--- src/rtl/axi_reg_responder_pkg.sv ---
// Shared types for the AXI-lite register responder.
// Latency: n/a (types, constants and a byte-merge helper only).
// Backpressure: n/a.
package axi_reg_responder_pkg;

  localparam int NUM_REGS = 16;

  localparam logic [1:0] RESP_OKAY   = 2'b00;
  localparam logic [1:0] RESP_SLVERR = 2'b10;

  typedef enum logic [2:0] {
    WR_IDLE,
    WR_HAVE_AW,
    WR_HAVE_W,
    WR_COMMIT,
    WR_RESP
  } wr_state_t;

  // Replace only the byte lanes enabled in strb.
  function automatic logic [31:0] apply_wstrb(input logic [31:0] old_val,
                                              input logic [31:0] new_val,
                                              input logic [3:0]  strb);
    logic [31:0] res;
    res = old_val;
    for (int b = 0; b < 4; b++) begin
      if (strb[b]) res[8*b +: 8] = new_val[8*b +: 8];
    end
    return res;
  endfunction

endpackage

--- src/rtl/axi_reg_responder.sv ---
// AXI-lite responder for 16 x 32-bit registers; RO_MASK entries mirror status_i.
// Latency: write handshake E0 -> reg/pulse after E1 -> bvalid after E2; read data one cycle after AR.
// Backpressure: bvalid/rvalid hold until bready/rready; AW/W and AR stall while a response is pending.
//
// Ports: ps_aclk/ps_aresetn clock and async active-low reset; axi_aw*/axi_w*/axi_b* write
// channels; axi_ar*/axi_r* read channels; reg_o packed register contents (word i at
// [32i+31:32i]); status_i packed read-only values; wr_pulse_o per-register commit strobe.
module axi_reg_responder
  import axi_reg_responder_pkg::*;
#(
  parameter logic [15:0] RO_MASK = 16'hF000,
  parameter logic [31:0] RST_VAL = 32'h0000_0000
) (
  input  logic         ps_aclk,
  input  logic         ps_aresetn,
  input  logic [7:0]   axi_awaddr,
  input  logic [2:0]   axi_awprot,
  input  logic         axi_awvalid,
  output logic         axi_awready,
  input  logic [31:0]  axi_wdata,
  input  logic [3:0]   axi_wstrb,
  input  logic         axi_wvalid,
  output logic         axi_wready,
  output logic [1:0]   axi_bresp,
  output logic         axi_bvalid,
  input  logic         axi_bready,
  input  logic [7:0]   axi_araddr,
  input  logic [2:0]   axi_arprot,
  input  logic         axi_arvalid,
  output logic         axi_arready,
  output logic [31:0]  axi_rdata,
  output logic [1:0]   axi_rresp,
  output logic         axi_rvalid,
  input  logic         axi_rready,
  output logic [511:0] reg_o,
  input  logic [511:0] status_i,
  output logic [15:0]  wr_pulse_o
);

  wr_state_t   r_wstate, w_wstate_nxt;
  logic [3:0]  r_widx;
  logic [31:0] r_wdata;
  logic [3:0]  r_wstrb;
  logic        r_bvalid;
  logic [1:0]  r_bresp;
  logic [15:0] r_wr_pulse;
  logic        r_rvalid;
  logic [31:0] r_rdata;
  logic [1:0]  r_rresp;

  logic        w_aw_hs, w_w_hs, w_ar_hs, w_commit;
  logic [31:0] w_words [NUM_REGS];
  logic        w_unused_ok;

  // Protection, bank bits, byte offset and status words of writable registers are don't-care.
  assign w_unused_ok = ^{axi_awprot, axi_arprot, axi_awaddr[7:6], axi_awaddr[1:0],
                         axi_araddr[7:6], axi_araddr[1:0], status_i};

  // ---------------- write FSM ----------------
  always_comb begin
    w_wstate_nxt = r_wstate;
    axi_awready  = 1'b0;
    axi_wready   = 1'b0;
    case (r_wstate)
      WR_IDLE: begin
        axi_awready = 1'b1;
        axi_wready  = 1'b1;
        if (axi_awvalid && axi_wvalid) w_wstate_nxt = WR_COMMIT;
        else if (axi_awvalid)          w_wstate_nxt = WR_HAVE_AW;
        else if (axi_wvalid)           w_wstate_nxt = WR_HAVE_W;
      end
      WR_HAVE_AW: begin
        axi_wready = 1'b1;
        if (axi_wvalid) w_wstate_nxt = WR_COMMIT;
      end
      WR_HAVE_W: begin
        axi_awready = 1'b1;
        if (axi_awvalid) w_wstate_nxt = WR_COMMIT;
      end
      WR_COMMIT: w_wstate_nxt = WR_RESP;
      WR_RESP: begin
        if (r_bvalid && axi_bready) w_wstate_nxt = WR_IDLE;
      end
      default: w_wstate_nxt = WR_IDLE;
    endcase
  end

  assign w_aw_hs  = axi_awvalid && axi_awready;
  assign w_w_hs   = axi_wvalid && axi_wready;
  assign w_commit = (r_wstate == WR_COMMIT);

  always_ff @(posedge ps_aclk or negedge ps_aresetn) begin
    if (!ps_aresetn) begin
      r_wstate   <= WR_IDLE;
      r_widx     <= '0;
      r_wdata    <= '0;
      r_wstrb    <= '0;
      r_bvalid   <= 1'b0;
      r_bresp    <= RESP_OKAY;
      r_wr_pulse <= '0;
    end else begin
      r_wstate   <= w_wstate_nxt;
      r_wr_pulse <= '0;
      if (w_aw_hs) r_widx <= axi_awaddr[5:2];
      if (w_w_hs) begin
        r_wdata <= axi_wdata;
        r_wstrb <= axi_wstrb;
      end
      if (w_commit) begin
        r_bresp <= RO_MASK[r_widx] ? RESP_SLVERR : RESP_OKAY;
        if (!RO_MASK[r_widx]) r_wr_pulse[r_widx] <= 1'b1;
      end
      // The first RESP cycle only latches bvalid, so B trails the commit by one edge.
      if (r_wstate == WR_RESP && !r_bvalid) r_bvalid <= 1'b1;
      else if (r_bvalid && axi_bready)      r_bvalid <= 1'b0;
    end
  end

  assign axi_bvalid = r_bvalid;
  assign axi_bresp  = r_bresp;
  assign wr_pulse_o = r_wr_pulse;

  // ---------------- register file ----------------
  for (genvar gi = 0; gi < NUM_REGS; gi++) begin : g_reg
    if (RO_MASK[gi]) begin : g_ro
      assign reg_o[32*gi +: 32] = status_i[32*gi +: 32];
    end else begin : g_rw
      logic [31:0] r_val;
      always_ff @(posedge ps_aclk or negedge ps_aresetn) begin
        if (!ps_aresetn)                        r_val <= RST_VAL;
        else if (w_commit && r_widx == 4'(gi)) r_val <= apply_wstrb(r_val, r_wdata, r_wstrb);
      end
      assign reg_o[32*gi +: 32] = r_val;
    end
    assign w_words[gi] = reg_o[32*gi +: 32];
  end

  // ---------------- read channel ----------------
  assign axi_arready = !r_rvalid;
  assign w_ar_hs     = axi_arvalid && axi_arready;

  // reg_o already carries status_i for read-only words, and sampling the flops here
  // returns the pre-write value when a commit lands on the same edge.
  always_ff @(posedge ps_aclk or negedge ps_aresetn) begin
    if (!ps_aresetn) begin
      r_rvalid <= 1'b0;
      r_rdata  <= '0;
      r_rresp  <= RESP_OKAY;
    end else if (w_ar_hs) begin
      r_rvalid <= 1'b1;
      r_rdata  <= w_words[axi_araddr[5:2]];
      r_rresp  <= RESP_OKAY;
    end else if (r_rvalid && axi_rready) begin
      r_rvalid <= 1'b0;
    end
  end

  assign axi_rvalid = r_rvalid;
  assign axi_rdata  = r_rdata;
  assign axi_rresp  = r_rresp;

endmodule

--- config.mk ---
export PLATFORM = sky130hd
export DESIGN_NAME = axi_reg_responder
export DESIGN_NICKNAME = d
export VERILOG_FILES = /design/src/rtl/axi_reg_responder_pkg.sv /design/src/rtl/axi_reg_responder.sv
export SDC_FILE = /design/constraint.sdc
export NUM_CORES = 1
export LEC_CHECK = 0
export CAP_MARGIN = 20
export CORE_AREA = 2 2 452 454
export CTS_CLUSTER_SIZE = 24
export DETAILED_ROUTE_END_ITERATION = 8
export DIE_AREA = 0 0 454 456
export PLACE_DENSITY = 0.3
export SETUP_SLACK_MARGIN = 0.15
export SLEW_MARGIN = 0
export SYNTH_ARGS = -nofsm -noshare
export SYNTH_HDL_FRONTEND = slang
export SYNTH_SLANG_ARGS = --single-unit
--- constraint.sdc ---
create_clock -name ps_aclk -period 2.7 [get_ports ps_aclk]
set_clock_uncertainty 0.2 [all_clocks]
set_input_delay 0.27 -clock ps_aclk [delete_from_list [all_inputs] [get_ports ps_aclk]]
set_output_delay 0.27 -clock ps_aclk [all_outputs]
set_load 0.01 [all_outputs]
==> run_results.csv <==
group,metric,value,unit
die,die-height,456,um
critical_path,crit_path_end_kind,"flop",
global_routing,antenna_found_initial,45,
placed_design,gp_congestion,0.732,
sta,final_ws_setup,273,ps
clocking,clock-sinks,478,
logic_synthesis,synth_edf_count,0,
cells_and_area,final_core_util,0.184,
critical_path,critical-path-top-delay-family,"simple AND/OR/NAND/NOR gates",
critical_path,worstPathMaxFanout,16,
logic_synthesis,ys.flop_type,"dfrtp_1",
sta,report.final.slew_viol_count,0,
global_routing,first_global_vias,19200,
sta,final_min_period_over_clock_period,0.899,
critical_path,worstSetupPathType,"flop to flop",
logic_synthesis,yosysMostFrequentCell,"dfrtp_1",
critical_path,worstPathRequired,3050,ps
cells_and_area,fin_nets,3138,
logic_synthesis,post_synth_inst_count,1808,
placed_design,placed_cells_incl_taps,5115,
cells_and_area,finish.cell_count_without_fillers,5300,
logic_synthesis,synth_top_area_frac,0.515,
logic_synthesis,synth.lib_cells_used.distinct,34,
route,detail_route.wl_per_cell,28.2,um
global_routing,pin_count_of_the_biggest_net_entering_global_routing,65,
route,vias_per_cell,3.40,
die,num_io_pins,1146,
logic_synthesis,yosys_register_bits,478,
route,drc,0,
clocking,clk_latency,670,ps
sta,tns,0,ps
clocking,tritoncts,"built",
logic_synthesis,synth-warning-count,0,
route,drt_first_iter_violations,872,
clocking,cts.reportedPaths.clkPinSlew,60,ps
sta,period_minus_slack,2430,ps
critical_path,critPathMostFrequentCell,"buf_12",
power,power_per_cell_area,960,mW/mm^2
placed_design,pre_cts_ws,127,ps
placed_design,place.detailed.hpwl,113,mm
logic_synthesis,sequential_element_share_of_the_synthesized_area,0.515,
logic_synthesis,avgSynthCellArea,12.8,um^2
route,dr_total_vias,18000,
job,maxCapViolCount,0,
critical_path,critPathLaunchType,"flop",
global_routing,grt_remaining_overflow,0,
logic_synthesis,synthDominantAreaCellType,"dfrtp_1",
clocking,clock-root-buffer,"clkbuf_16",
die,rows,165,
die,die_width,454,um
logic_synthesis,async_flop_share,1.00,
hold_path,hp-class,"primary input to flop",
critical_path,worst_path_largest_cell_delay,440,ps
power,vdd_drop_max,0.000372,V
sta,max_freq,412,MHz
sta,setup_repair_after_global_routing_missed_its_margin,"false",
critical_path,master_of_the_slowest_instance_on_the_critical_path,"or3_2",
route,ant_nets,0,
outcome,run_status,"finished, final reports clean",
placed_design,portBuffers,744,
critical_path,worst-endpoint-arrival,2770,ps
sta,worst_hold_slack,112,ps
logic_synthesis,post_synth_main_area_contributors,"dfrtp_1, mux2_2, mux2i_1, buf_4, a22oi_1",
sta,max-slew-margin-rel,0.581,
sta,finalHoldViolations,0,
sta,worstMarginPinSlew,628,ps
global_routing,grt_pass1_wl,195,mm
global_routing,global_route.usage.total,0.141,
die,fp.dieArea,0.207,mm^2
cells_and_area,area_added_between_synthesis_and_finish,59.9,%
logic_synthesis,post_synth_instance_area,0.0232,mm^2
critical_path,timing.critical_path.buf_inv,3,
clocking,cts_htree_levels,3,
die,area_of_the_core_region,0.202,mm^2
route,totalWireLength,149,mm
logic_synthesis,synth.cells.most_frequent,"dfrtp_1, mux2_2, mux2i_1",
power,cellLeakagePower,15.9,nW
sta,timing.final.setup_violations,0,
route,detailedRoute.firstPassIterationCount,4,
die,start_util,0.115,
critical_path,path_cells,"nand3b_1 -> buf_4 -> or3_2 -> buf_12 -> nor2_2 -> buf_12 -> mux2_2",
clocking,tritoncts.num_buffers,72,
cells_and_area,fraction_of_layout_cells_with_a_size_suffix_above_1,0.281,
clocking,cts_buffer_depth,3,
[final timing paths]
check	startpoint	to	slack [ps]	depth (start not counted)
max	r_wstate[2]	g_reg[10].g_rw.r_val[22]	270	7
min	axi_wdata[17]	r_wdata[17]	110	2
max reg2reg	r_wstate[2]	g_reg[10].g_rw.r_val[22]	270	7
min reg2reg	axi_rdata[25]	axi_rdata[25]	270	2
max in group asynchronous	ps_aresetn	axi_rvalid	1550	3
min in group asynchronous	ps_aresetn	g_reg[11].g_rw.r_val[3]	250	3
[cell usage in the layout (no fill, tap or decap), types with 14 or more instances in the layout]
master,instances
a22oi_1,96
buf_4,88
dlygate4sd3_1,42
buf_12,53
nand2_1,101
clkbuf_1,14
nand3_2,18
mux2i_1,258
dfrtp_1,478
mux2_2,418
clkdlybuf4s50_1,736
nand4_1,22
clkbuf_16,73
nand3_1,80
[cell type report]
| cell class | instances | area, um^2 |
|---|---|---|
| clock buffers | 100 | 2060 |
| repair buffers | 922 | 9570 |
| diodes | 13 | 32.5 |
| flip-flops and latches | 478 | 12000 |
| well taps | 2672 | 3340 |
| fillers | 22100 | 165000 |
| clock inverters | 28 | 327 |
| multi-input cells | 1083 | 9850 |
| inverters | 4 | 15.0 |
[report_power, final]
group          total [mW]  switching (mW)  internal, mW  leakage [nW]
clock network        9.84            3.94          5.90          1.17
registers            12.8            3.22          9.62          6.40
logic                13.0            6.04          6.94          8.36
[repair_timing]
action | CTS | global route
endpoints found under the hold margin | 519 | 0
hold buffers | 43 | 0
endpoints found under the setup margin | 47 | 1
setup buffers | 1 | 0
pin swaps | 1 | 0
resized for setup | 0 | 1
[flip-flops by register name (all words and copies together), names as in the netlist]
register	cells
axi_bresp	1
axi_bvalid	1
axi_rdata	32
axi_rvalid	1
g.g_rw.r_val	384
r_wdata	32
r_widx	4
r_wstate	3
r_wstrb	4
wr_pulse_o	16
[per-layer routing]
metal  up-vias  GRT usage  wire, um
li1       7954          -         -
met4         4     0.0499      5170
met1      9353      0.160     58300
met3       167     0.0338      8430
met5         -          0        28
met2       568      0.255     77300
[stage by stage]
step | power [mW] | cell area, um^2
after detailed placement | 26.4 | 34300
after CTS | 36.8 | 37100
final | 35.7 | 37100
after global routing | 37.8 | 37100
after global placement | 26.4 | 34300
after floorplan | 17.0 | 23300
[kinds of logic (layout without fill, tap and decap cells)]
logic type             count (synthesis)  in the layout  share of synthesized area
AND/OR/NAND/NOR                      284            284                     0.0694
flip-flops                           478            478                      0.515
multiplexers                         680            680                      0.316
other                                  1             20                   0.000161
buffers and inverters                253           1054                     0.0651
AO/OA/AOI/OAI                        112            112                     0.0346
Note: power is estimated with default switching activity, not from simulation.
